<file path="src/rtl/decode_pkg.sv">
// Shared decode definitions: opcodes, opclass encoding, ALU control
// codes, immediate formats, the decode control bundle and ALU helpers.
package decode_pkg;

    localparam logic [6:0] OP_R      = 7'b0110011;
    localparam logic [6:0] OP_IALU   = 7'b0010011;
    localparam logic [6:0] OP_LOAD   = 7'b0000011;
    localparam logic [6:0] OP_STORE  = 7'b0100011;
    localparam logic [6:0] OP_BRANCH = 7'b1100011;
    localparam logic [6:0] OP_LUI    = 7'b0110111;
    localparam logic [6:0] OP_AUIPC  = 7'b0010111;
    localparam logic [6:0] OP_JAL    = 7'b1101111;
    localparam logic [6:0] OP_JALR   = 7'b1100111;

    localparam logic [6:0] F7_BASE = 7'b0000000;
    localparam logic [6:0] F7_ALT  = 7'b0100000;
    localparam logic [6:0] F7_MEXT = 7'b0000001;

    // JALR shares the jump class; its ALU code tells it apart from JAL.
    typedef enum logic [2:0] {
        OC_R      = 3'd0,
        OC_IALU   = 3'd1,
        OC_LOAD   = 3'd2,
        OC_STORE  = 3'd3,
        OC_BRANCH = 3'd4,
        OC_LUI    = 3'd5,
        OC_AUIPC  = 3'd6,
        OC_JAL    = 3'd7
    } opclass_t;

    typedef enum logic [4:0] {
        ALU_ADD    = 5'd0,
        ALU_SUB    = 5'd1,
        ALU_SLL    = 5'd2,
        ALU_SLT    = 5'd3,
        ALU_SLTU   = 5'd4,
        ALU_XOR    = 5'd5,
        ALU_SRL    = 5'd6,
        ALU_SRA    = 5'd7,
        ALU_OR     = 5'd8,
        ALU_AND    = 5'd9,
        ALU_BEQ    = 5'd10,
        ALU_BNE    = 5'd11,
        ALU_BLT    = 5'd12,
        ALU_BGE    = 5'd13,
        ALU_BLTU   = 5'd14,
        ALU_BGEU   = 5'd15,
        ALU_PASSB  = 5'd16,
        ALU_JAL    = 5'd17,
        ALU_JALR   = 5'd18,
        ALU_MUL    = 5'd19,
        ALU_MULH   = 5'd20,
        ALU_MULHSU = 5'd21,
        ALU_MULHU  = 5'd22,
        ALU_DIV    = 5'd23,
        ALU_DIVU   = 5'd24,
        ALU_REM    = 5'd25,
        ALU_REMU   = 5'd26
    } alu_t;

    typedef enum logic [2:0] {
        IMM_NONE = 3'd0,
        IMM_I    = 3'd1,
        IMM_S    = 3'd2,
        IMM_B    = 3'd3,
        IMM_U    = 3'd4,
        IMM_J    = 3'd5
    } imm_fmt_t;

    typedef struct packed {
        logic [4:0] rs1;
        logic [4:0] rs2;
        logic [4:0] rd;
        alu_t       alu;
        opclass_t   opclass;
        logic       reg_write;
        logic       mem_write;
        logic       illegal;
    } id_ctrl_t;

    // alt selects SUB over ADD and SRA over SRL.
    function automatic alu_t alu_arith(input logic [2:0] f3,
                                       input logic alt);
        alu_t r;
        unique case (f3)
            3'b000:  r = alt ? ALU_SUB : ALU_ADD;
            3'b001:  r = ALU_SLL;
            3'b010:  r = ALU_SLT;
            3'b011:  r = ALU_SLTU;
            3'b100:  r = ALU_XOR;
            3'b101:  r = alt ? ALU_SRA : ALU_SRL;
            3'b110:  r = ALU_OR;
            default: r = ALU_AND;
        endcase
        return r;
    endfunction

    function automatic alu_t alu_branch(input logic [2:0] f3);
        alu_t r;
        unique case (f3)
            3'b001:  r = ALU_BNE;
            3'b100:  r = ALU_BLT;
            3'b101:  r = ALU_BGE;
            3'b110:  r = ALU_BLTU;
            3'b111:  r = ALU_BGEU;
            default: r = ALU_BEQ;
        endcase
        return r;
    endfunction

    function automatic alu_t alu_mext(input logic [2:0] f3);
        alu_t r;
        unique case (f3)
            3'b000:  r = ALU_MUL;
            3'b001:  r = ALU_MULH;
            3'b010:  r = ALU_MULHSU;
            3'b011:  r = ALU_MULHU;
            3'b100:  r = ALU_DIV;
            3'b101:  r = ALU_DIVU;
            3'b110:  r = ALU_REM;
            default: r = ALU_REMU;
        endcase
        return r;
    endfunction

endpackage

</file>
<file path="src/rtl/decode_stage_imm_gen.sv">
// Combinational immediate generator, sign-extends to XLEN.
// Ports: instr[31:7] raw bits, fmt immediate format, imm result.
module imm_gen
    import decode_pkg::*;
#(
    parameter int XLEN = 32
) (
    input  logic [31:7]     instr,
    input  imm_fmt_t        fmt,
    output logic [XLEN-1:0] imm
);

    always_comb begin
        imm = '0;
        unique case (fmt)
            IMM_I: imm = XLEN'($signed(instr[31:20]));
            IMM_S: imm = XLEN'($signed({instr[31:25], instr[11:7]}));
            IMM_B: imm = XLEN'($signed({instr[31], instr[7],
                                        instr[30:25], instr[11:8],
                                        1'b0}));
            IMM_U: imm = XLEN'($signed({instr[31:12], 12'b0}));
            IMM_J: imm = XLEN'($signed({instr[31], instr[19:12],
                                        instr[20], instr[30:21],
                                        1'b0}));
            default: imm = '0;
        endcase
    end

endmodule

</file>
<file path="src/rtl/decode_stage.sv">
// RV32/64I decode stage: one-entry registered valid/ready stage.
// Ports: clk, reset (async active-low), in_* upstream handshake and
// instruction/pc, flush, out_* downstream handshake and decoded bundle.
// Macro DECODE_MEXT_EN enables decode of the RV M extension.
module decode_stage
    import decode_pkg::*;
#(
    parameter int XLEN      = 32,
    parameter int ALUCTRL_W = 5
) (
    input  logic                 clk,
    input  logic                 reset,
    input  logic                 in_valid,
    output logic                 in_ready,
    input  logic [31:0]          in_instr,
    input  logic [XLEN-1:0]      in_pc,
    input  logic                 flush,
    output logic                 out_valid,
    input  logic                 out_ready,
    output logic [XLEN-1:0]      out_pc,
    output logic [4:0]           out_rs1,
    output logic [4:0]           out_rs2,
    output logic [4:0]           out_rd,
    output logic [XLEN-1:0]      out_imm,
    output logic [ALUCTRL_W-1:0] out_alu_control,
    output logic [2:0]           out_opclass,
    output logic                 out_reg_write,
    output logic                 out_mem_write,
    output logic                 out_illegal
);

    logic [6:0] opcode;
    logic [2:0] f3;
    logic [6:0] f7;
    logic [4:0] rs1_f;
    logic [4:0] rs2_f;
    logic [4:0] rd_f;

    assign opcode = in_instr[6:0];
    assign rd_f   = in_instr[11:7];
    assign f3     = in_instr[14:12];
    assign rs1_f  = in_instr[19:15];
    assign rs2_f  = in_instr[24:20];
    assign f7     = in_instr[31:25];

    id_ctrl_t        dec;
    imm_fmt_t        fmt;
    logic [XLEN-1:0] imm_d;

    always_comb begin
        dec = '0;
        fmt = IMM_NONE;
        unique case (1'b1)
            opcode == OP_R: begin
                dec.rs1       = rs1_f;
                dec.rs2       = rs2_f;
                dec.rd        = rd_f;
                dec.opclass   = OC_R;
                dec.reg_write = 1'b1;
                unique case (f7)
                    F7_BASE: dec.alu = alu_arith(f3, 1'b0);
                    F7_ALT: begin
                        if (f3 == 3'b000 || f3 == 3'b101)
                            dec.alu = alu_arith(f3, 1'b1);
                        else
                            dec.illegal = 1'b1;
                    end
`ifdef DECODE_MEXT_EN
                    F7_MEXT: dec.alu = alu_mext(f3);
`else
                    F7_MEXT: dec.illegal = 1'b1;
`endif
                    default: dec.illegal = 1'b1;
                endcase
            end
            opcode == OP_IALU: begin
                dec.rs1       = rs1_f;
                dec.rd        = rd_f;
                dec.opclass   = OC_IALU;
                dec.reg_write = 1'b1;
                // instr[30] only means arithmetic shift for funct3=101
                dec.alu       = alu_arith(f3, f3 == 3'b101 && in_instr[30]);
                fmt           = IMM_I;
            end
            opcode == OP_LOAD: begin
                dec.rs1       = rs1_f;
                dec.rd        = rd_f;
                dec.opclass   = OC_LOAD;
                dec.reg_write = 1'b1;
                dec.alu       = ALU_ADD;
                fmt           = IMM_I;
            end
            opcode == OP_STORE: begin
                dec.rs1       = rs1_f;
                dec.rs2       = rs2_f;
                dec.opclass   = OC_STORE;
                dec.mem_write = 1'b1;
                dec.alu       = ALU_ADD;
                fmt           = IMM_S;
            end
            opcode == OP_BRANCH: begin
                dec.rs1     = rs1_f;
                dec.rs2     = rs2_f;
                dec.opclass = OC_BRANCH;
                dec.alu     = alu_branch(f3);
                fmt         = IMM_B;
            end
            opcode == OP_LUI: begin
                dec.rd        = rd_f;
                dec.opclass   = OC_LUI;
                dec.reg_write = 1'b1;
                dec.alu       = ALU_PASSB;
                fmt           = IMM_U;
            end
            opcode == OP_AUIPC: begin
                dec.rd        = rd_f;
                dec.opclass   = OC_AUIPC;
                dec.reg_write = 1'b1;
                dec.alu       = ALU_ADD;
                fmt           = IMM_U;
            end
            opcode == OP_JAL: begin
                dec.rd        = rd_f;
                dec.opclass   = OC_JAL;
                dec.reg_write = 1'b1;
                dec.alu       = ALU_JAL;
                fmt           = IMM_J;
            end
            opcode == OP_JALR: begin
                dec.rs1       = rs1_f;
                dec.rd        = rd_f;
                dec.opclass   = OC_JAL;
                dec.reg_write = 1'b1;
                dec.alu       = ALU_JALR;
                fmt           = IMM_I;
            end
            default: dec.illegal = 1'b1;
        endcase
        if (dec.illegal) begin
            dec.reg_write = 1'b0;
            dec.mem_write = 1'b0;
        end
        if (dec.rd == 5'd0)
            dec.reg_write = 1'b0;
    end

    imm_gen #(
        .XLEN (XLEN)
    ) u_imm_gen (
        .instr (in_instr[31:7]),
        .fmt   (fmt),
        .imm   (imm_d)
    );

    id_ctrl_t        ctrl_q;
    logic [XLEN-1:0] pc_q;
    logic [XLEN-1:0] imm_q;
    logic            valid_q;
    logic            take;

    assign in_ready = (!valid_q || out_ready) && !flush;
    assign take     = in_valid && in_ready;

    always_ff @(posedge clk or negedge reset) begin
        if (!reset) begin
            valid_q <= 1'b0;
            ctrl_q  <= '0;
            pc_q    <= '0;
            imm_q   <= '0;
        end else if (flush) begin
            valid_q <= 1'b0;
        end else if (take) begin
            valid_q <= 1'b1;
            ctrl_q  <= dec;
            pc_q    <= in_pc;
            imm_q   <= imm_d;
        end else if (out_ready) begin
            valid_q <= 1'b0;
        end
    end

    assign out_valid       = valid_q;
    assign out_pc          = pc_q;
    assign out_rs1         = ctrl_q.rs1;
    assign out_rs2         = ctrl_q.rs2;
    assign out_rd          = ctrl_q.rd;
    assign out_imm         = imm_q;
    assign out_alu_control = ALUCTRL_W'(ctrl_q.alu);
    assign out_opclass     = ctrl_q.opclass;
    assign out_reg_write   = ctrl_q.reg_write;
    assign out_mem_write   = ctrl_q.mem_write;
    assign out_illegal     = ctrl_q.illegal;

endmodule
</file>
<file path="config.mk">
export PLATFORM = sky130hd
export DESIGN_NAME = decode_stage
export DESIGN_NICKNAME = d
export VERILOG_FILES = /design/src/rtl/decode_pkg.sv /design/src/rtl/decode_stage_imm_gen.sv /design/src/rtl/decode_stage.sv
export SDC_FILE = /design/constraint.sdc
export NUM_CORES = 1
export LEC_CHECK = 0
export CELL_PAD_IN_SITES_DETAIL_PLACEMENT = 0
export CELL_PAD_IN_SITES_GLOBAL_PLACEMENT = 1
export CORE_ASPECT_RATIO = 0.5
export CORE_MARGIN = 3
export CORE_UTILIZATION = 34
export CTS_BUF_LIST = sky130_fd_sc_hd__clkbuf_16
export DETAILED_ROUTE_END_ITERATION = 8
export PLACE_DENSITY_LB_ADDON = 0.1
export SETUP_SLACK_MARGIN = 0.15
export SYNTH_ARGS = -nofsm -noshare
export SYNTH_HDL_FRONTEND = slang
export SYNTH_SLANG_ARGS = --single-unit
export TNS_END_PERCENT = 30
</file>
<file path="constraint.sdc">
create_clock -name clk -period 4 [get_ports clk]
set_input_delay 0.8 -clock clk [delete_from_list [all_inputs] [get_ports clk]]
set_output_delay 0.8 -clock clk [all_outputs]
set_load 0.03 [all_outputs]
</file>
==> results.tsv <==
stage	metric	value	unit
outcome	status	finished, final reports clean	
critical_path	slowest stage cell, crit path	clkdlybuf4s50_1	
logic_synthesis	synth unique cells	57	
die	die height	83.12	um
placed_design	placed insts	731	
drt	drt initial violations	182	
global_routing	gr usage total	18.88	%
critical_path	Reg2Reg Depth	5	
critical_path	CP startpoint	out_ready	
die	CORE AREA	0.01128	mm2
die	Starting Density	35.84	%
sta	Min Hold Slack	0.3797	ns
placed_design	port buffer count	160	
placed_design	hpwl dp	9122	um
critical_path	Critical Path, Cell by Cell	clkdlybuf4s50_1 > nor2b_1 > nor2_1 > clkdlybuf4s50_1	
die	Die Span X	160.2	um
critical_path	worst endpoint data arrival time	2.27	ns
layout	layout net count	652	
logic_synthesis	synthesized area per cell	9.361	um2
critical_path	stages on the worst setup path	4	
critical_path	FF-to-FF setup slack	1.89	ns
pwr	PwrDens	379.7	mW/mm2
logic_synthesis	Async S/R FF share, synth	100.0	%
critical_path	Worst setup SP type	input port	
logic_synthesis	largest area contributor in the netlist	dfrtp_1	
drt	vias per cell	4.893	
layout	area delta synth->final	50.31	%
layout	Sequential Area	0.002277	mm2
clock_network	Skew-Pair Late Insertion Delay	0.34	ns
run	Max-Cap Viols	0	
global_routing	first-pass GRT wire length	20130	um
logic_synthesis	Netlist Area Pre-Place	0.004044	mm2
layout	Antenna diodes	0	
drt	number of routed nets with antenna violations	0	
clock_network	Num CTS Buffers	9	
layout	footprint of the multi-input gates	0.001657	mm2
sta	Clock Skews	0.006613	ns
critical_path	Crit Path Max Fanout	3	
pwr	total power	2.308	mW
global_routing	number of global-route vias before repair	3683	
sta	Setup Viol. Count Final	0	
logic_synthesis	ys flop type	dfrtp_1	
critical_path	Most common cell on crit path	clkdlybuf4s50_1	
pwr	Pleak	2.622	nW
logic_synthesis	Synth top area share	56.31	%
clock_network	CTS-repair resized insts	0	
clock_network	CTS Sinks	91	
pwr	Worst VDD drop	0.1995	mV
drt	DRC violations left	0	
logic_synthesis	Post-Syn Nets	501	
critical_path	worst path buffer plus inverter count	2	
placed_design	final weighted congestion in routability-driven placement	0.8310	
layout	Non-Filler Instances	746	
clock_network	Setup Buffers After CTS	0	
drt	1st-pass router iterations	4	
sta	RSZ-0062 raised after global routing	false	
drt	via count	3650	
logic_synthesis	Synth warnings	0	
sta	Setup TNS Final	0	ns
drt	WL/cell	16.68	um
logic_synthesis	post-synthesis sequential area ratio	56.31	%
critical_path	Worst Setup Path Type	in -> out	
layout	share of cells above drive strength 1	5.963	%
logic_synthesis	number of synthesized flops with an enable pin	0	
die	DIE AREA	0.01332	mm2
clock_network	clock tree buffer depth	2	
sta	final worst path period need	3.069	ns
critical_path	R2R Path End	out_rs2[2]	
critical_path	Crit path max-delay family	buffers and inverters	
critical_path	Crit path largest cell delay	0.72	ns
critical_path	worst setup path endpoint	in_ready	
logic_synthesis	largest cells by area after synthesis	dfrtp_1 56%, nand2_1 14%, o21ai_0 5.1%	
hold_path	hold crit path type	in -> async	
clock_network	CTS tree	yes	
layout	# fillers	1087	
global_routing	pin count of the biggest net entering global routing	53	
drt	Post-Route WL	12450	um
logic_synthesis	synthesized flop and latch total	91	
sta	final worst-path cycle share	76.72	%
sta	Max Fclk	325.9	MHz
sta	fin. max-slew vios	0	
critical_path	Worst Setup End Kind	output port	
sta	slew margin rel.	54.65	%
clock_network	hold buffers post-CTS	0	
sta	worst-margin pin slew	0.6780	ns
clock_network	CTS clock-pin slew for the worst setup and hold paths	0.06	ns
logic_synthesis	Syn Inst Count	432	
critical_path	FF-to-FF Start	out_valid	
critical_path	Required @ worst endpoint	3.20	ns
die	IO Count	161	
global_routing	grt ovf	0	
clock_network	CTS H-tree depth	3	
global_routing	initial antenna violation count	0	
clock_network	Clock Tree Root	clkbuf_16	
die	# rows	27	
sta	Fin. Hold Viols	0	
[per-stage QoR]
stage	worst slack [ns]	cell area (um2)	utilization, %
5_1_grt	0.8605	6078	53.87
2_1_floorplan	1.740	4044	-
4_1_cts	0.9275	6078	53.87
6_report	0.9311	6078	53.87
3_5_place_dp	0.8051	5788	51.30
3_3_place_gp	0.8990	5788	51.30
[layout by cell type (no fill, tap or decap), types with 4 or more instances in the layout]
master           synthesis  layout
a22o_1                  15      15
nand2b_1                 5       5
o21ai_0                 41      41
nor3_1                   5       5
nor2_1                  15      15
nand2_1                148     147
a21oi_1                 21      21
clkbuf_16                0       9
inv_1                    5       5
a22oi_1                  4       4
buf_4                    0       6
dfrtp_1                 91      91
clkdlybuf4s50_1          0     159
nand3_1                  4       4
[cell type report]
type / count / area share [%]
Sequential cell: 91 / 37.46
Multi-Input combinational cell: 311 / 27.25
Timing Repair Buffer: 165 / 26.92
Clock buffer: 9 / 3.705
Tap cell: 159 / 3.273
Clock inverter: 6 / 1.070
Inverter: 5 / 0.3088
[logic make-up (layout without fill, tap and decap cells)]
family                    Yosys count  after routing  share of synthesized area (%)
DFF                                91             91                          56.31
xor gates and xnor gates            3              3                         0.6499
and+or+nand+nor                   201            201                          22.59
muxes                               2              2                         0.5260
AOI/OAI and AO/OA                 105            105                          16.86
buffers and inverters              30            185                          3.063
[report_power, final]
part / total (mW) / leakage, nW / switching, mW / internal, mW
logic: 0.467 / 1.28 / 0.269 / 0.197
registers: 1.00 / 1.21 / 0.0278 / 0.977
clock network: 0.837 / 0.132 / 0.356 / 0.481
[cells in the mapped netlist (2+ instances only)]
cell type	count
buf_2	5
nor3_1	5
buf_1	2
a31oi_1	3
a22oi_1	4
inv_1	5
a22o_1	15
dfrtp_1	91
xnor2_1	2
o21ai_0	41
nor3b_1	2
nand3b_1	2
a211oi_1	3
nor2b_1	2
nor2_1	15
nand2b_1	5
a21oi_1	21
clkbuf_1	17
nand4_1	2
a211o_1	2
a221oi_1	2
nand3_1	4
nand2_1	148
[worst min path at each step]
stage	slack (ns)	to	depth (start not counted)	start
finish	0.38	out_pc[22]	1	reset
global route	0.40	out_pc[22]	1	reset
CTS	0.39	out_pc[22]	1	reset
detailed placement	0.45	out_rd[4]	2	out_rd[4]
global placement	0.45	out_rd[4]	2	out_rd[4]
floorplan	0.50	out_alu_control[0]	0	reset
[registers in the layout (all words and copies together), names as in the netlist, 3 cells and up]
register and flops:
out_opclass 3, out_imm 32, out_rd 5, out_alu_control 5, out_pc 32, out_rs2 5, out_rs1 5
[routing by layer]
layer	up-vias	GRT usage, %	wire length (um)
met5	-	0	0
met1	1751	26.86	6241
met2	110	28.72	5380
met3	9	5.431	731
met4	0	4.016	93
li1	1780	-	-
(Power assumes the default switching activity.)
